File: config.mk
export PLATFORM = sky130hd
export DESIGN_NAME = pipelined_barrel_shifter
export DESIGN_NICKNAME = d
export VERILOG_FILES = /design/src/rtl/shift_pkg.sv /design/src/rtl/shift_level.sv /design/src/rtl/pipelined_barrel_shifter.sv
export SDC_FILE = /design/constraint.sdc
export NUM_CORES = 1
export LEC_CHECK = 0
export CAP_MARGIN = 0
export CORE_MARGIN = 4
export CORE_UTILIZATION = 45
export DETAILED_ROUTE_END_ITERATION = 12
export PLACE_DENSITY = 0.72
export SLEW_MARGIN = 20
export SYNTH_ARGS = -nofsm -noshare
export SYNTH_HDL_FRONTEND = slang
export SYNTH_SLANG_ARGS = --single-unit
File: constraint.sdc
create_clock -name clk -period 3 [get_ports clk]
set_clock_uncertainty 0.15 [all_clocks]
set_input_delay 0.6 -clock clk [delete_from_list [all_inputs] [get_ports clk]]
set_output_delay 0.6 -clock clk [all_outputs]
set_load 0.01 [all_outputs]
File: src/rtl/shift_pkg.sv
// Shared definitions for the pipelined barrel shifter.
//   mode_t    : 3-bit shift-mode field carried on in_mode and through the pipe
//   MODE_*    : legal mode encodings; 3'b101..3'b111 are illegal
package shift_pkg;

   typedef logic [2:0] mode_t;

   localparam mode_t MODE_SLL = 3'b000;  // logical left, zero fill
   localparam mode_t MODE_SRL = 3'b001;  // logical right, zero fill
   localparam mode_t MODE_SRA = 3'b010;  // arithmetic right, sign fill
   localparam mode_t MODE_ROL = 3'b011;  // rotate left
   localparam mode_t MODE_ROR = 3'b100;  // rotate right

endpackage

File: src/rtl/shift_level.sv
// One combinational mux level of the barrel shifter: shifts/rotates by 2**LEVEL
// when sel is set, and ORs the bits dropped off the low end into the sticky
// bit for the right-shift modes. Illegal modes pass data through untouched.
//   data_in    : operand from the previous level / pipeline register
//   sel        : shift-amount bit LEVEL
//   mode       : shift mode (shift_pkg encoding)
//   sticky_in  : sticky accumulated by earlier levels
//   data_out   : result of this level
//   sticky_out : sticky including bits lost at this level
module shift_level
   import shift_pkg::*;
#(
   parameter int unsigned WIDTH = 24,
   parameter int unsigned LEVEL = 0
) (
   input  logic [WIDTH-1:0] data_in,
   input  logic             sel,
   input  mode_t            mode,
   input  logic             sticky_in,
   output logic [WIDTH-1:0] data_out,
   output logic             sticky_out
);

   localparam int unsigned SH = 2**LEVEL;
   // Mask of the SH low bits; SH == WIDTH yields an all-ones mask.
   localparam logic [WIDTH:0]   ONE_SH   = (WIDTH+1)'(1) << SH;
   localparam logic [WIDTH-1:0] LOW_MASK = WIDTH'(ONE_SH - 1'b1);

   logic [WIDTH-1:0] sll_v;
   logic [WIDTH-1:0] srl_v;
   logic [WIDTH-1:0] sra_v;
   logic [WIDTH-1:0] rol_v;
   logic [WIDTH-1:0] ror_v;
   logic             lost;

   always_comb begin
      sll_v = data_in << SH;
      srl_v = data_in >> SH;
      sra_v = $signed(data_in) >>> SH;
      rol_v = (data_in << SH) | (data_in >> (WIDTH - SH));
      ror_v = (data_in >> SH) | (data_in << (WIDTH - SH));
      lost  = |(data_in & LOW_MASK);

      data_out   = data_in;
      sticky_out = sticky_in;
      if (sel) begin
         case (mode)
            MODE_SLL: data_out = sll_v;
            MODE_SRL: begin
               data_out   = srl_v;
               sticky_out = sticky_in | lost;
            end
            MODE_SRA: begin
               data_out   = sra_v;
               sticky_out = sticky_in | lost;
            end
            MODE_ROL: data_out = rol_v;
            MODE_ROR: data_out = ror_v;
            default:  data_out = data_in;
         endcase
      end
   end

endmodule

File: src/rtl/pipelined_barrel_shifter.sv
// Pipelined multi-mode barrel shifter (SLL/SRL/SRA/ROL/ROR) with sticky output.
// SHW mux levels, a register after every LVL_PER_REG levels and after the last
// one; the last register drives out_*. Global stall: all stages advance
// together when the output register is empty or being consumed.
//   clk, rst           : clock, synchronous active-high reset
//   in_valid/in_ready  : input handshake (in_ready is combinational)
//   in_data/amt/mode/tag : operand, unsigned amount, mode, sideband tag
//   out_valid/out_ready: output handshake
//   out_data/sticky    : result and OR of bits shifted out (SRL/SRA)
//   out_err            : illegal mode (data passed through unchanged)
//   out_tag            : tag of this result
module pipelined_barrel_shifter
   import shift_pkg::*;
#(
   parameter int unsigned WIDTH       = 24,
   parameter int unsigned SHW         = 5,
   parameter int unsigned LVL_PER_REG = 2,
   parameter int unsigned TAG_W       = 4
) (
   input  logic             clk,
   input  logic             rst,
   input  logic             in_valid,
   output logic             in_ready,
   input  logic [WIDTH-1:0] in_data,
   input  logic [SHW-1:0]   in_amt,
   input  mode_t            in_mode,
   input  logic [TAG_W-1:0] in_tag,
   output logic             out_valid,
   input  logic             out_ready,
   output logic [WIDTH-1:0] out_data,
   output logic             out_sticky,
   output logic             out_err,
   output logic [TAG_W-1:0] out_tag
);

   localparam int unsigned R = (SHW + LVL_PER_REG - 1) / LVL_PER_REG;

   logic [R-1:0]     valid_q, valid_d;
   logic [R-1:0]     sticky_q, sticky_d;
   logic [WIDTH-1:0] data_q [R];
   logic [WIDTH-1:0] data_d [R];
   mode_t            mode_q [R];
   mode_t            mode_d [R];
   logic [SHW-1:0]   amt_q  [R];
   logic [SHW-1:0]   amt_d  [R];
   logic [TAG_W-1:0] tag_q  [R];
   logic [TAG_W-1:0] tag_d  [R];

   logic [WIDTH-1:0] stage_data [R];
   logic [R-1:0]     stage_sticky;

   logic             adv;
   logic [SHW:0]     amt_ext;
   logic [SHW-1:0]   amt_eff;
   logic             unused_amt;

   // Rotates: one conditional subtract brings the amount below WIDTH.
   // SRA: any amount past WIDTH-1 gives the same all-sign result, so clamp;
   // this also keeps sign copies from ever reaching the sticky OR.
   always_comb begin
      amt_ext = {1'b0, in_amt};
      amt_eff = in_amt;
      if ((in_mode == MODE_ROL || in_mode == MODE_ROR) && amt_ext >= (SHW+1)'(WIDTH)) begin
         amt_eff = SHW'(amt_ext - (SHW+1)'(WIDTH));
      end else if (in_mode == MODE_SRA && amt_ext > (SHW+1)'(WIDTH - 1)) begin
         amt_eff = SHW'(WIDTH - 1);
      end
   end

   for (genvar k = 0; k < SHW; k++) begin : g_lvl
      localparam int unsigned ST = k / LVL_PER_REG;
      logic [WIDTH-1:0] lin;
      logic             sin;
      mode_t            lmode;
      logic             lsel;
      logic [WIDTH-1:0] lout;
      logic             sout;

      if (ST == 0) begin : g_ctl_in
         assign lmode = in_mode;
         assign lsel  = amt_eff[k];
      end else begin : g_ctl_reg
         assign lmode = mode_q[ST-1];
         assign lsel  = amt_q[ST-1][k];
      end

      if (k == 0) begin : g_src_in
         assign lin = in_data;
         assign sin = 1'b0;
      end else if (k % LVL_PER_REG == 0) begin : g_src_reg
         assign lin = data_q[ST-1];
         assign sin = sticky_q[ST-1];
      end else begin : g_src_chain
         assign lin = g_lvl[k-1].lout;
         assign sin = g_lvl[k-1].sout;
      end

      shift_level #(
         .WIDTH (WIDTH),
         .LEVEL (k)
      ) u_level (
         .data_in    (lin),
         .sel        (lsel),
         .mode       (lmode),
         .sticky_in  (sin),
         .data_out   (lout),
         .sticky_out (sout)
      );
   end

   for (genvar r = 0; r < R; r++) begin : g_stage
      localparam int unsigned LAST = ((r + 1) * LVL_PER_REG < SHW) ?
                                     (r + 1) * LVL_PER_REG - 1 : SHW - 1;
      assign stage_data[r]   = g_lvl[LAST].lout;
      assign stage_sticky[r] = g_lvl[LAST].sout;
   end

   always_comb begin
      adv      = !valid_q[R-1] || out_ready;
      in_ready = adv;
   end

   always_comb begin
      valid_d  = valid_q;
      sticky_d = sticky_q;
      data_d   = data_q;
      mode_d   = mode_q;
      amt_d    = amt_q;
      tag_d    = tag_q;
      if (adv) begin
         valid_d[0]  = in_valid;
         sticky_d[0] = stage_sticky[0];
         data_d[0]   = stage_data[0];
         mode_d[0]   = in_mode;
         amt_d[0]    = amt_eff;
         tag_d[0]    = in_tag;
         for (int unsigned r = 1; r < R; r++) begin
            valid_d[r]  = valid_q[r-1];
            sticky_d[r] = stage_sticky[r];
            data_d[r]   = stage_data[r];
            mode_d[r]   = mode_q[r-1];
            amt_d[r]    = amt_q[r-1];
            tag_d[r]    = tag_q[r-1];
         end
      end
   end

   always_ff @(posedge clk) begin
      if (rst) begin
         valid_q  <= '0;
         sticky_q <= '0;
         for (int unsigned r = 0; r < R; r++) begin
            data_q[r] <= '0;
            mode_q[r] <= MODE_SLL;
            amt_q[r]  <= '0;
            tag_q[r]  <= '0;
         end
      end else begin
         valid_q  <= valid_d;
         sticky_q <= sticky_d;
         data_q   <= data_d;
         mode_q   <= mode_d;
         amt_q    <= amt_d;
         tag_q    <= tag_d;
      end
   end

   // Amount bits of levels already passed are carried but not read again.
   always_comb begin
      unused_amt = 1'b0;
      for (int unsigned r = 0; r < R; r++) begin
         unused_amt = unused_amt ^ (^amt_q[r]);
      end
   end

   // Illegal modes leave data and sticky untouched in every level, so the
   // error flag only needs the mode carried to the output register.
   always_comb begin
      out_valid  = valid_q[R-1];
      out_data   = data_q[R-1];
      out_sticky = sticky_q[R-1];
      out_err    = mode_q[R-1] > MODE_ROR;
      out_tag    = tag_q[R-1];
   end

endmodule

; Yosys cells after proc, flatten, opt, wreduce, memory -nomap -nowiden
; Cells that the tools add are included.
[word_totals]
regBits = 109
in_bits = 40
out_inout_bits = 32
elab_cells = 80
[op_classes]
n_addsub = 1
n_lt_le_gt_ge = 3
n_eq_ne = 12
n_mux = 22
bitwise_logic = 14
reduce_logical = 15
[ops]
columns = op, n
row1 = 24-bit case mux with 5 select lines, 5
row2 = 24-bit 2-to-1 mux, 5
row3 = 16-bit by 24-bit bitwise OR with 24-bit output, 1
row4 = 20-bit by 24-bit bitwise OR with 24-bit output, 1
row5 = 22-bit by 24-bit bitwise OR with 24-bit output, 1
row6 = 23-bit by 24-bit bitwise OR with 24-bit output, 1
row7 = 24-bit by 1-bit bitwise OR with 24-bit output, 1
row8 = 24-bit by 16-bit bitwise OR with 24-bit output, 1
row9 = 24-bit by 2-bit bitwise OR with 24-bit output, 1
row10 = 24-bit by 4-bit bitwise OR with 24-bit output, 1
row11 = 24-bit by 8-bit bitwise OR with 24-bit output, 1
row12 = 8-bit by 24-bit bitwise OR with 24-bit output, 1
row13 = "3-bit by 2-bit == test with 1-bit output, second input constant", 6
row14 = 16-bit OR reduction, 1
row15 = 1-bit 2-to-1 mux, 10
row16 = 5-bit 2-to-1 mux, 2
row17 = "3-bit by 1-bit == test with 1-bit output, second input constant", 3
row18 = "3-bit == test, second input constant", 3
row19 = 3-bit logical NOT, 3
row20 = 2-bit OR reduction, 4
row21 = 8-bit OR reduction, 1
row22 = "5-bit >= comparator, second input constant", 1
row23 = "5-bit > comparator, second input constant", 1
row24 = "5-bit subtractor, second input constant", 1
row25 = other kinds (6), 11

; Logic depth before layout (Yosys ltp)
; Gate-level depths: netlist (run 1).
[depth]
word_depth = 9
ltp_mapped = 10
ltp_nobuf = 7

; Cells and area by module
; Synthesis (run 1) repeated with hierarchy kept, for this count alone.
[unflattened]
cells_unflattened = 1114
area_unflattened_um2 = 7983.9
[modules_own_cells]
columns = module, n_inst, cells_each, area_each_um2, seq_area_each_um2
row1 = pipelined_barrel_shifter, 1, 469, 3673.5, 2062.0
row2 = shift_level at g_lvl[0].u_level, 1, 136, 902.1, 0.0
row3 = shift_level at g_lvl[2].u_level, 1, 129, 883.3, 0.0
row4 = shift_level at g_lvl[1].u_level, 1, 132, 869.6, 0.0
row5 = shift_level at g_lvl[3].u_level, 1, 127, 859.6, 0.0
row6 = shift_level at g_lvl[4].u_level, 1, 121, 795.8, 0.0

; Least setup slack after synthesis (run 1)
; No wires, ideal clock.
[synth_timing]
path_type = input -> register
startpoint = input port in_amt[3]
endpoint = register data_q, in the netlist g_lvl[2].lin[12]
setup_ns = 0.117
arrival_time_ns = 2.135
required_time_ns = 2.733
setup_slack_ns = 0.598
stages = 8
path_buffers = 1
path_cell_list = ha_1 > and4bb_4 > or3_1 > buf_6 > nor2_2 > nor3_1 > a211o_1 > a32o_1
[synth_via]
elab_chain_cells = 8
elab_cells_between_ends = 11
cone_classes = 2 x order compare / 5 x mux / 2 x bitwise / 2 x reduce/logical
[synth_lines]
columns = item, line_no
row1 = from (decl), pipelined_barrel_shifter.sv:25  ; input logic [SHW-1:0] in_amt,
row2 = 5-bit > comparator, pipelined_barrel_shifter.sv:65  ; end else if (in_mode == MODE_SRA && amt_ext > (SHW+1)'(WIDTH - 1)) begin
row3 = 1-bit logical AND, pipelined_barrel_shifter.sv:65
row4 = 5-bit 2-to-1 mux, pipelined_barrel_shifter.sv:65
row5 = 5-bit 2-to-1 mux (*), pipelined_barrel_shifter.sv:63  ; if ((in_mode == MODE_ROL || in_mode == MODE_ROR) && amt_ext >= (SHW+1)'(WIDTH)) begin
row6 = 24-bit 2-to-1 mux, shift_level.sv:46  ; if (sel) begin
row7 = 22-bit by 24-bit bitwise OR with 24-bit output or 24-bit by 2-bit bitwise OR with 24-bit output (tied branches), "shift_level.sv:41, shift_level.sv:40"
row8 = 24-bit case mux with 5 select lines, shift_level.sv:47  ; case (mode)
row9 = 24-bit 2-to-1 mux (*), shift_level.sv:46
row10 = to (signal assigned), pipelined_barrel_shifter.sv:161  ; data_q <= data_d;
row11 = to (decl), pipelined_barrel_shifter.sv:40  ; logic [WIDTH-1:0] data_q [R];
; Every way passes the cells marked *; elsewhere a longest branch is shown, timed or not.
; A chain may end at the register's enable or synchronous reset.

; Worst setup path after layout (run 1)
[layout_timing]
startpoint = register mode_q, in the netlist g_lvl[2].lmode[0]
endpoint = register data_q, in the netlist g_lvl[4].lin[4]
[layout_via]
elab_chain_cells = 6
elab_cells_between_ends = 11
cone_classes = 4 x eq/ne / 4 x mux / 2 x bitwise / 1 x reduce/logical
[layout_lines]
columns = item, line_no
row1 = from (decl), pipelined_barrel_shifter.sv:42  ; mode_t mode_q [R];
row2 = from (signal assigned), pipelined_barrel_shifter.sv:162  ; mode_q <= mode_d;
row3 = "3-bit == test, or another cell as far along", shift_level.sv:47
row4 = 24-bit case mux with 5 select lines, shift_level.sv:47
row5 = 24-bit 2-to-1 mux, shift_level.sv:46
row6 = 16-bit by 24-bit bitwise OR with 24-bit output or 24-bit by 8-bit bitwise OR with 24-bit output (tied branches), "shift_level.sv:41, shift_level.sv:40"
row7 = 24-bit case mux with 5 select lines, shift_level.sv:47
row8 = 24-bit 2-to-1 mux (*), shift_level.sv:46
; Marked as above.

==> results of run 1 <==
[area by class of cell]
class | count | area [um2] | share of cell area (%)
Timing Repair Buffer | 154 | 1430 | 15.9
Clock buffer | 9 | 225 | 2.50
Tap cell | 216 | 270 | 3.00
Sequential cell | 103 | 2060 | 22.9
Multi-Input combinational cell | 799 | 4910 | 54.5
Inverter | 8 | 30.0 | 0.333
Clock inverter | 7 | 80.1 | 0.889
[Yosys cell counts (all sizes together), types with 8 or more instances]
| master | instances |
|---|---|
| a21oi | 94 |
| a221oi | 24 |
| o31ai | 12 |
| clkbuf | 51 |
| nor4 | 10 |
| dfxtp | 103 |
| o22ai | 32 |
| and2 | 9 |
| o21a | 14 |
| o21ai | 69 |
| nand2 | 127 |
| a211oi | 37 |
| o211ai | 9 |
| inv | 8 |
| nor3b | 10 |
| o221ai | 18 |
| mux2i | 24 |
| nor2b | 9 |
| buf | 50 |
| nor2 | 109 |
| nor3 | 28 |
| o22a | 10 |
| a22o | 9 |
| a31oi | 12 |
| maj3 | 8 |
| a22oi | 20 |
[worst min path at each step]
stage / start / slack, ns / endpoint
2_1_floorplan: tag_q[10] / 0.28 / tag_q[10]
3_3_place_gp: out_data[20] / 0.29 / out_data[20]
3_5_place_dp: out_data[19] / 0.29 / out_data[19]
4_1_cts: out_data[16] / 0.30 / out_data[16]
5_1_grt: out_data[22] / 0.32 / out_data[22]
6_report: out_data[18] / 0.30 / out_data[18]
[sequential cells by signal (all words and copies together), names as in the netlist]
| name | flops |
|---|---|
| valid_q | 3 |
| g_lvl.lmode | 6 |
| mode_q | 3 |
| out_tag | 4 |
| tag_q | 8 |
| g_lvl.lin | 48 |
| sticky_q | 3 |
| out_data | 24 |
| amt_q | 4 |
[through the flow]
stage	util, %	setup TNS [ns]	cells
after floorplan	-	0	1011
after global placement	54.0	0	1280
after detailed placement	54.0	-0.0339	1280
after CTS	55.9	0	1296
after global routing	55.9	0	1296
final	55.9	0	1296
[where the power goes]
| part | switching (uW) | internal (uW) |
|---|---|---|
| logic | 696 | 576 |
| clock network | 546 | 655 |
| registers | 207 | 1500 |
[critical path: stages (launching register included)]
cell and delay [ns]:
dfxtp_1 0.40, buf_4 0.25, xnor2_2 0.60, nor2_1 0.10, a211oi_1 0.46, o22a_1 0.30, o21ai_0 0.11, o31ai_1 0.24
[routing by layer]
| layer | routed length [um] | GRT usage (%) | up-vias |
|---|---|---|---|
| met1 | 11200 | 37.8 | 3857 |
| met5 | 0 | 0 | - |
| met4 | 861 | 9.92 | 0 |
| li1 | - | - | 3936 |
| met3 | 2110 | 5.04 | 73 |
| met2 | 11700 | 42.6 | 419 |
[cells by family (layout without fill, tap and decap cells)]
group / count (synthesis) / in the layout / share of synthesized area, %
DFF: 103 / 103 / 27.5
xor gates and xnor gates: 5 / 5 / 1.03
AOI/OAI and AO/OA: 403 / 403 / 36.7
buffers and inverters: 109 / 178 / 7.25
adders and majority gates: 10 / 10 / 1.40
muxes: 30 / 30 / 4.10
and+or+nand+nor: 351 / 351 / 22.0
==> metrics.yaml, run 1 <==
drt:
  avgRoutedWirePerCell_um: 20.0
  antenna_left: 0
  drt_iter0_markers: 1022
  vias_per_cell: 6.39
  vias: 8285
  wirelength_um: 25900
  drc: 0
  dr.pass1.iters: 7
final_layout:
  num_antenna_cells: 0
  drive_above_1_share_pct: 12.5
  area_growth_pct: 20.0
  fin_nets: 1117
  final_cell_mix: "127 x nand2_1, 105 x nor2_1, 103 x dfxtp_1, 93 x a21oi_1, 75 x buf_4"
  design_area_mm2: 0.00900
  fillers: 1559
  final_common_cell: "nand2_1"
flow_run:
  max_cap_violations: 0
synthesis:
  ys.flop_type: "dfxtp_1"
  yosysSeqAreaShare_pct: 27.5
  synth_top_cell_by_area: "dfxtp_1"
  ys_ff_latch: 103
  synth_edf_count: 0
  syn_nets: 1053
  synth.avg_cell_area_um2: 7.43
  synth_cells: 1011
  yosys-top-cells-area: "dfxtp_1 27%, nand2_1 6.4%, a21oi_1 6.2%, nor2_1 5.3%, o21ai_0 3.9%"
  synth_top_area_share_pct: 27.5
  synthArstFlopShare_pct: 0
  ys_types: 81
  ys_warn_count: 0
  netlist_area_mm2: 0.00751
power_and_ir_drop:
  leakage_uw: 0.00317
  ir_drop_mv: 0.348
  p_total_uw: 4180
  p_per_area_mw_per_mm2: 464
clock_network:
  clock_latency_ns: 0.36
  holdBufCountCts: 0
  clock-sinks: 103
  clk_path_buf_depth: 2
  htreeDepth: 3
  cts_resized: 0
  cts_tree: "built"
  post-cts-setup-buffers: 0
  cts_buffers: 9
  ctsRootBufferMaster: "clkbuf_16"
  cts.reportedPaths.clkPinSlew_ns: 0.07
timing:
  hold_viol: 0
  period_share_pct: 90.0
  worstMarginPinSlew_ns: 0.760
  fin_ws_ns: 0.299
  rsz0062_at_grt: "false"
  finalCriticalPeriod_ns: 2.70
  maxSlewViolCount: 0
  fmax_mhz: 370
  hold_ws_ns: 0.300
  slew_headroom_pct: 48.7
  setup_viol: 0
worst_setup_path:
  cp.arrival_ns: 2.82
  critPathRequiredTime_ns: 3.12
  regToRegEndpoint: "g_lvl[4].lin[4]"
  r2r_start: "g_lvl[2].lmode[0]"
  regToRegSetupSlack_ns: 0.30
  cp_max_fo: 19
  crit_path_start: "g_lvl[2].lmode[0]"
  cp-end-kind: "flip-flop"
  crit_end: "g_lvl[4].lin[4]"
  start_kind: "flip-flop"
  criticalPathCategory: "reg -> reg"
  ff2ff_path_depth: 7
place:
  hpwl_um: 19000
  portBuffers: 71
  placed_area_mm2: 0.00870
  dp_worst_setup_slack_ns: -0.0206
  globalplace.congestion: 0.969
die:
  die_h_um: 137
  start_util_pct: 46.6
  std_cell_rows: 46
  core-area_mm2: 0.0161
  ioPinCount: 72
  dieArea_mm2: 0.0188
  die_width_um: 137
global_routing:
  first_global_vias: 7577
  grt_max_degree: 74
  grt_pass1_wl_um: 41100
  overflow: 0
  gr-usage-all-layers_pct: 27.4
  grt_antenna_before_repair: 0
hold_path:
  whs_path_depth: 2
  hp-class: "reg -> reg"
outcome:
  status: "finished, final reports clean"
Note: power is estimated with default switching activity, not from simulation.
==> run 2, diff against run 1 <==
- GPL_ROUTABILITY_DRIVEN: not set -> 1
==> results of run 2 <==
Same layout as run 1: the final DEF is identical, and so are final timing and power.
